### src/rtl/alu_share_arbiter.sv
// Arbitrates the shared combinational ALU between the execute issue port (r0)
// and the auxiliary address/CSR port (r1), returning results through a one-entry buffer.
module alu_share_arbiter #(
    parameter bit          FIXED_PRIO = 1'b0,
    parameter int unsigned WAIT_LIMIT = 4
) (
    input  logic        clk,
    input  logic        rst_n,

    input  logic        r0_valid,
    output logic        r0_ready,
    input  logic [3:0]  r0_code,
    input  logic [31:0] r0_srcA,
    input  logic [31:0] r0_srcB,

    input  logic        r1_valid,
    output logic        r1_ready,
    input  logic [3:0]  r1_code,
    input  logic [31:0] r1_srcA,
    input  logic [31:0] r1_srcB,

    output logic [3:0]  alu_code,
    output logic [31:0] alu_srcA,
    output logic [31:0] alu_srcB,
    input  logic [31:0] alu_result,
    input  logic        alu_branch,

    output logic        resp_valid,
    input  logic        resp_ready,
    output logic [31:0] resp_result,
    output logic        resp_branch,
    output logic        resp_id
);

    // state     | meaning
    // BUF_EMPTY | no response held; any winner may be accepted
    // BUF_FULL  | response held; a new accept needs resp_ready in the same cycle
    typedef enum logic {
        BUF_EMPTY = 1'b0,
        BUF_FULL  = 1'b1
    } buf_state_t;

    localparam logic [3:0] WAIT_MAX = 4'(WAIT_LIMIT);

    buf_state_t  state;
    buf_state_t  state_next;
    logic        last_grant;
    logic [3:0]  wait_cnt;
    logic        win;
    logic        any_valid;
    logic        accept_en;
    logic        accept;
    logic [31:0] result_q;
    logic        branch_q;
    logic        id_q;

    assign resp_valid  = (state == BUF_FULL);
    assign resp_result = result_q;
    assign resp_branch = branch_q;
    assign resp_id     = id_q;

    assign accept_en = !resp_valid || resp_ready;
    assign any_valid = r0_valid || r1_valid;

    // win selects the requester that owns the ALU this cycle (0 or 1)
    always_comb begin
        win = 1'b0;
        if (r0_valid && r1_valid) begin
            if (FIXED_PRIO)
                win = (wait_cnt == WAIT_MAX);
            else
                win = ~last_grant;
        end else if (r1_valid) begin
            win = 1'b1;
        end
    end

    // Operands follow the winner even while stalled so the ALU output stays stable.
    always_comb begin
        alu_code = 4'b0000;
        alu_srcA = 32'h0;
        alu_srcB = 32'h0;
        if (any_valid) begin
            if (win) begin
                alu_code = r1_code;
                alu_srcA = r1_srcA;
                alu_srcB = r1_srcB;
            end else begin
                alu_code = r0_code;
                alu_srcA = r0_srcA;
                alu_srcB = r0_srcB;
            end
        end
    end

    assign r0_ready = accept_en && r0_valid && !win;
    assign r1_ready = accept_en && r1_valid && win;
    assign accept   = r0_ready || r1_ready;

    always_comb begin
        state_next = state;
        case (state)
            BUF_EMPTY: if (accept) state_next = BUF_FULL;
            BUF_FULL:  if (resp_ready && !accept) state_next = BUF_EMPTY;
            default:   state_next = BUF_EMPTY;
        endcase
    end

    always_ff @(posedge clk or negedge rst_n) begin
        if (!rst_n)
            state <= BUF_EMPTY;
        else
            state <= state_next;
    end

    // A drain and a new accept on the same edge simply overwrite the entry.
    always_ff @(posedge clk or negedge rst_n) begin
        if (!rst_n) begin
            result_q <= 32'h0;
            branch_q <= 1'b0;
            id_q     <= 1'b0;
        end else if (accept) begin
            result_q <= alu_result;
            branch_q <= alu_branch;
            id_q     <= win;
        end
    end

    always_ff @(posedge clk or negedge rst_n) begin
        if (!rst_n)
            last_grant <= 1'b1;
        else if (accept)
            last_grant <= win;
    end

    always_ff @(posedge clk or negedge rst_n) begin
        if (!rst_n) begin
            wait_cnt <= 4'd0;
        end else if (!FIXED_PRIO) begin
            wait_cnt <= 4'd0;
        end else if (!r1_valid || r1_ready) begin
            wait_cnt <= 4'd0;
        end else if (accept_en && (wait_cnt != WAIT_MAX)) begin
            wait_cnt <= wait_cnt + 4'd1;
        end
    end

endmodule

### config.mk
export PLATFORM = sky130hd
export DESIGN_NAME = alu_share_arbiter
export DESIGN_NICKNAME = d
export VERILOG_FILES = /design/src/rtl/alu_share_arbiter.sv
export SDC_FILE = /design/constraint.sdc
export NUM_CORES = 1
export LEC_CHECK = 0
export CORE_AREA = 2 2 109 111
export CTS_CLUSTER_DIAMETER = 50
export DETAILED_ROUTE_END_ITERATION = 7
export DIE_AREA = 0 0 111 113
export PLACE_DENSITY = 0.62
export SLEW_MARGIN = 20
export SYNTH_ARGS = -nofsm -noshare
export SYNTH_HDL_FRONTEND = slang
export SYNTH_SLANG_ARGS = --single-unit
### constraint.sdc
create_clock -name clk -period 1.7 [get_ports clk]
set_input_delay 0.34 -clock clk [delete_from_list [all_inputs] [get_ports clk]]
set_output_delay 0.34 -clock clk [all_outputs]
set_load 0.05 [all_outputs]
==> out/metrics.csv, run 1 <==
metric,value,unit
largest net degree at the start of global routing,37,
Root Buffer,clkbuf_16,
First-pass DRT Iterations,4,
DRC,0,
PnR worst setup slack,-327.6,ps
total core area,11270,µm²
Net Sw Frac,38.87,%
Synth async-reset ratio,100.0,%
Worst Setup Start Kind,register,
Slew Limit Fails,0,
setup violators final,69,
die area,12540,µm²
number of port buffers,278,
HPWL Detailed,9692,µm
Peak VDD IR,616.4,µV
Cell Int Power,3445,µW
RR Startpoint,last_grant,
Fmax achieved,0.4932,GHz
Tcrit/Tclk final,119.3,%
antenna-violating nets left,0,
Bufs on Longest Clock Path,2,
Switching Power,2190,µW
Worst-Margin Slew,272.8,ps
fin area,6495,µm²
share of the synthesized area in the top cell type,42.27,%
Site Rows,39,
WL per Instance,19.68,µm
CTS Buf Count,5,
sequential power share,18.5,%
worst path cell trace,buf_4 > a21boi_4 > buf_12 > clkbuf_16 > a22o_4 > buf_12,
hold_buf cts,0,
via total after detailed routing,2690,
worst r2r path cells,7,
capturing point of the worst reg2reg path,resp_id,
clock slew at reported path FFs,50,ps
dominant combinational cell family by area after synthesis,compound AO/OA/AOI/OAI gates,
H-tree depth,2,
Final nets,631,
layout cell share with drive strength beyond 1,53.28,%
slew margin rel.,81.79,%
first-pass GRT wire length,17170,µm
clk_lat worst skew,280,ps
die height,113,µm
Synth Warn #,0,
Cells after Synth,168,
Mapped Area,2072,µm²
Final Hold Vio Count,0,
failing checks,setup timing,
Overflow after GRT,0,
WP data required,1360,ps
syn_nets,342,
crit path DAT,1690,ps
Fin Clk Skew,2.556,ps
Starting Density,18.38,%
max cap viols,0,
global placement routability congestion,0.8165,
RSZ-0062 raised after global routing,true,
vias in the first global route,2956,
Logic pwr share,63.1,%
Post-Route WL,11850,µm
leak pwr,0.002797,µW
status,finished with violations,
via/cell ratio,4.468,
Clk pwr share,18.4,%
clock sinks,36,
internal reg-to-reg setup slack,160,ps
post-synthesis mux area share,17.93,%
GRT Total Usage,17.73,%
post-detailed-placement cell area,6076,µm²
cell mode on critical path,buf_12,
Yosys top cell by area,dfrtp_1,
antenna violations before repair,1,
syn_area_per_cell,12.33,µm²
Area growth syn-to-layout,213.5,%
max incr delay on CP,530,ps
Tot Pwr,5635,µW
number of register bits inferred by synthesis,36,
CTS tree,done,
Post-Synth Adder-Cell Area,0,%
Synth cell types,20,
synth top area cells,"dfrtp_1 42%, a22o_1 29%, mux2_2 18%",
Synth Area in XOR/XNOR,0,%
Fin Hold WS,439.9,ps
Starting DRT DRC Count,113,
Hold Crit Class,in2async,
PD cells,867.7,nW/µm²
Crit-path slowest cell,dfstp_2,
post-layout min period,2028,ps
Synth Area in Simple Gates,3.019,%
list of most frequent post-synthesis cells,"68 x a22o_1, 35 x dfrtp_1, 33 x mux2_2, 5 x buf_2, 5 x clkbuf_1",
kind of critical path,reg2out,
post-synthesis compound-gate area fraction,30.07,%
post-synthesis sequential area ratio,43.54,%
CP max FO,7,
die width,111,µm
Worst setup EP type,output port,
I/O Pins,279,
Setup crit start,last_grant,
Synth Flop Type,dfrtp_1,
"count leader, synth",a22o_1,
"EDFF count, synth",0,
## registers in the layout (all words and copies together) (netlist names)
name         count
resp_result     32
last_grant       1
resp_branch      1
resp_id          1
resp_valid       1
## kinds of logic after synthesis
logic type             Yosys count
AOI/OAI and AO/OA               71
buffers and inverters           18
DFF                             36
muxes                           33
and+or+nand+nor                 10
## metrics by stage
step                setup slack (ps)  std cells  setup TNS [ps]  utilization (%)
floorplan                     -84.26        168           -2386                -
global placement              -443.2        588          -39650            53.90
detailed placement            -457.0        588          -41020            53.90
CTS                           -325.0        600          -21360            56.70
global route                  -368.6        602          -24510            57.62
finish                        -327.6        602          -21270            57.62
## layout make-up
cell class                 instances  area [µm²]
fill                             926        4777
timing repair buffer             300        3724
multi-input combinational        114        1520
sequential                        36       902.1
tap                              143       178.9
clock buffer                       5       125.1
clock inverter                     3       42.54
antenna                            1       2.502
## repair_timing
action,4_1_cts,5_1_grt
pin swaps,1,1
cloned,2,1
setup endpoints to repair,103,70
buffers inserted,2,0
gates resized for setup,18,11
## cell usage in the layout (no fill, tap or decap)
cell type        count
nor2_1               1
and2_4               2
diode_2              1
bufinv_16            1
nor2_2               1
a21boi_4             1
dfrtp_1             35
and3_4               1
a22o_4              47
nor2b_1              1
buf_6                2
nand2_1              2
o2bb2ai_1            1
a21o_1               1
buf_4               44
clkinvlp_4           1
clkbuf_16            6
dlygate4sd2_1        2
buf_12              78
clkinv_2             1
buf_16               2
dfstp_2              1
a22o_2              21
mux2_2              33
nand2b_4             2
clkdlybuf4s50_1    171
## power groups by stage
stage	Combinational [µW]	Clock (µW)	Sequential (µW)
6_report	3560	1040	1040
2_1_floorplan	1320	0	1470
5_1_grt	3670	1110	1060
3_3_place_gp	3410	0	1050
3_5_place_dp	3440	0	1060
4_1_cts	3530	1060	1050
## layer usage
layer  track usage [%]  wire length, µm
met1             19.14             4077
met2             33.46             6609
met3             5.088              867
met4             5.583              295
met5                 0                0
## worst max-delay path, delay by kind of cell, from the launching register on
family,cells,cell delay (ps)
buffers and inverters,4,590
flip-flops,1,530
AO/OA/AOI/OAI,2,290
## worst max-delay path by stage
stage                   endpoint  slack, ps  cells after the start
floorplan           alu_srcB[18]        -80                      6
global placement     alu_srcB[2]       -440                      6
detailed placement      r1_ready       -460                      5
CTS                  alu_srcB[3]       -320                      6
global route         alu_srcB[3]       -370                      6
finish               alu_srcB[3]       -330                      6
Note: power is estimated with default switching activity, not from simulation.
==> inputs of run 2 (changes only) <==
--- a/config.mk
+++ b/config.mk
@@ -10,6 +10,7 @@
 export DETAILED_ROUTE_END_ITERATION = 7
 export DIE_AREA = 0 0 111 113
 export PLACE_DENSITY = 0.62
+export REMOVE_ABC_BUFFERS = 1
 export SLEW_MARGIN = 20
 export SYNTH_ARGS = -nofsm -noshare
 export SYNTH_HDL_FRONTEND = slang
==> run 2 against run 1 <==
  * The run still ends with setup timing left
  * Register-to-register slack improved by 70 ps
  * Worst hold slack lost 290 ps
  * Sequential share of layout area rose by 0.93 points
  * Final area shrank 6.3%
  * Clock skew rose by 4.4 ps
  * First-iteration DRC count grew 27%
  * Worst setup slack better by 5.5 ps
  * Clock-buffer cell count grew 2
  * Clock power is 15% lower
  * Combinational power shrank 5%
  * Wire length is 1.1% higher
  * Via count is essentially flat
==> out/metrics.csv, run 2 (synthesis gave the netlist of run 1 again) <==
metric,value,unit,change
Fin Hold WS,148.7,ps,-291.2 ps
number of port buffers,278,,unchanged
Final nets,625,,-0.95%
CTS tree,done,,
slew margin rel.,47.36,%,-34 points
total core area,11270,µm²,unchanged
status,finished with violations,,
global placement routability congestion,0.8611,,+5.5%
via total after detailed routing,2689,,-0.037%
RR Startpoint,resp_valid,,
Switching Power,2136,µW,-2.5%
DRC,0,,unchanged
die area,12540,µm²,unchanged
Site Rows,39,,unchanged
CP max FO,22,,+15
H-tree depth,2,,unchanged
Slew Limit Fails,0,,unchanged
failing checks,setup timing,,
Crit-path slowest cell,dfstp_2,,
Hold Crit Class,in2async,,
GRT Total Usage,17.83,%,+0.098 points
sequential power share,19.8,%,+1.3 points
Post-Route WL,11980,µm,+1.1%
Clk pwr share,16.6,%,-1.8 points
Cell Int Power,3168,µW,-8.1%
die width,111,µm,unchanged
cell mode on critical path,buf_12,,
Setup crit start,last_grant,,
post-detailed-placement cell area,5683,µm²,-6.5%
vias in the first global route,2752,,-6.9%
kind of critical path,reg2out,,
antenna-violating nets left,0,,unchanged
Root Buffer,clkbuf_16,,
Logic pwr share,63.6,%,+0.5 points
clock sinks,36,,unchanged
via/cell ratio,4.519,,+1.1%
Bufs on Longest Clock Path,2,,unchanged
die height,113,µm,unchanged
layout cell share with drive strength beyond 1,41.15,%,-12 points
First-pass DRT Iterations,4,,unchanged
clock slew at reported path FFs,50,ps,about the same
Tcrit/Tclk final,119.0,%,-0.32 points
HPWL Detailed,9843,µm,+1.6%
worst path cell trace,nand2b_4 > and2_4 > buf_12 > a22o_1 > buf_12,,
Area growth syn-to-layout,193.7,%,
Worst Setup Start Kind,register,,
Starting DRT DRC Count,144,,+27%
first-pass GRT wire length,17220,µm,+0.24%
antenna violations before repair,1,,unchanged
I/O Pins,279,,unchanged
WL per Instance,20.13,µm,+2.3%
fin area,6086,µm²,-6.3%
CTS Buf Count,5,,unchanged
leak pwr,0.002610,µW,-6.7%
Tot Pwr,5303,µW,-5.9%
Overflow after GRT,0,,unchanged
PD cells,871.4,nW/µm²,+0.43%
post-layout min period,2022,ps,-5.478 ps
Worst setup EP type,output port,,
Net Sw Frac,40.27,%,+1.4 points
largest net degree at the start of global routing,37,,unchanged
PnR worst setup slack,-322.2,ps,+5.478 ps
Fin Clk Skew,6.983,ps,+4.427 ps
Starting Density,18.38,%,unchanged
Fmax achieved,0.4945,GHz,+0.27%
RSZ-0062 raised after global routing,true,,
clk_lat worst skew,270,ps,about the same
"most common cell after layout, fill and taps aside",clkdlybuf4s50_1,,
Worst-Margin Slew,789.6,ps,+516.8 ps
max incr delay on CP,520,ps,about the same
crit path DAT,1680,ps,about the same
max cap viols,0,,unchanged
Antenna diodes,0,,-1
WP data required,1360,ps,about the same
most frequent cells in the layout,"170 x clkdlybuf4s50_1, 75 x buf_12, 51 x a22o_1",,
max reg flops,32,,unchanged
Final Hold Vio Count,0,,unchanged
setup violators final,70,,+1.4%
Peak VDD IR,686.4,µV,+11%
==> run 2: cell count changes in the layout (fill, tap and decap cells not counted), sizes merged <==
cell           before  now
bufinv              1    0
buf               126  121
clkinvlp            1    0
diode               1    0
clkdlybuf4s50     171  170
clkbuf              6    8
==> run 2: worst max-delay path: cells and delay by family (launching register included) <==
kind	cells	cell delay, ps
simple gates	2	340
compound gates	1	210
flops	1	520
buf+inv	2	340
==> run 2: cell type report <==
class / count / area, µm²
Clock inverter: 1 / 8.758
Sequential cell: 36 / 902.1
Multi-Input combinational cell: 114 / 1231
Fill cell: 986 / 5186
Timing Repair Buffer: 294 / 3632
Tap cell: 143 / 178.9
Clock buffer: 7 / 132.6
==> run 2: per-stage QoR <==
step	TNS (ps)	setup WS (ps)	util, %	instances
detailed placement	-40050	-509.0	50.42	582
floorplan	-95010	-1121	-	150
CTS	-21020	-341.4	52.86	593
finish	-20310	-322.2	53.99	595
global route	-24440	-383.2	53.99	595
global placement	-38020	-479.4	50.42	582
==> run 2: power by group through the flow <==
stage                     sequential, µW  clock (µW)  combinational [µW]
after floorplan                     1470           0                1130
after global placement              1060           0                3220
after detailed placement            1060           0                3250
after CTS                           1050         909                3330
after global routing                1070         949                3480
final                               1050         881                3370
==> run 2: worst paths after layout <==
path | endpoint | slack (ps) | depth (start not counted)
max in group asynchronous | resp_valid | 1040 | 1
worst min register to register | resp_result[3] | 510 | 1
min in group clk | resp_result[3] | 510 | 1
worst min-delay path | resp_branch | 150 | 1
worst max-delay path | alu_srcA[26] | -320 | 5
worst max register to register | resp_result[31] | 230 | 4
==> run 2: per-layer routing <==
metal  part of all wire (%)  routed length [µm]  vias to the layer above  global-route usage, %
li1                       -                   -                     1237                      -
met1                     37                4424                     1278                  20.09
met2                     52                6208                      156                  31.82
met3                    8.8                1057                       16                  6.374
met4                    2.3                 275                        2                  5.250
met5                   0.11                  13                        -                      0
==> run 2: repair_timing <==
action | in CTS | in global routing
setup endpoints to repair | 70 | 70
cloned | 2 | 1
buffers inserted | 2 | 2
hold buffers | 0 | 0
pin swaps | 3 | 3
resized for setup | 18 | 12
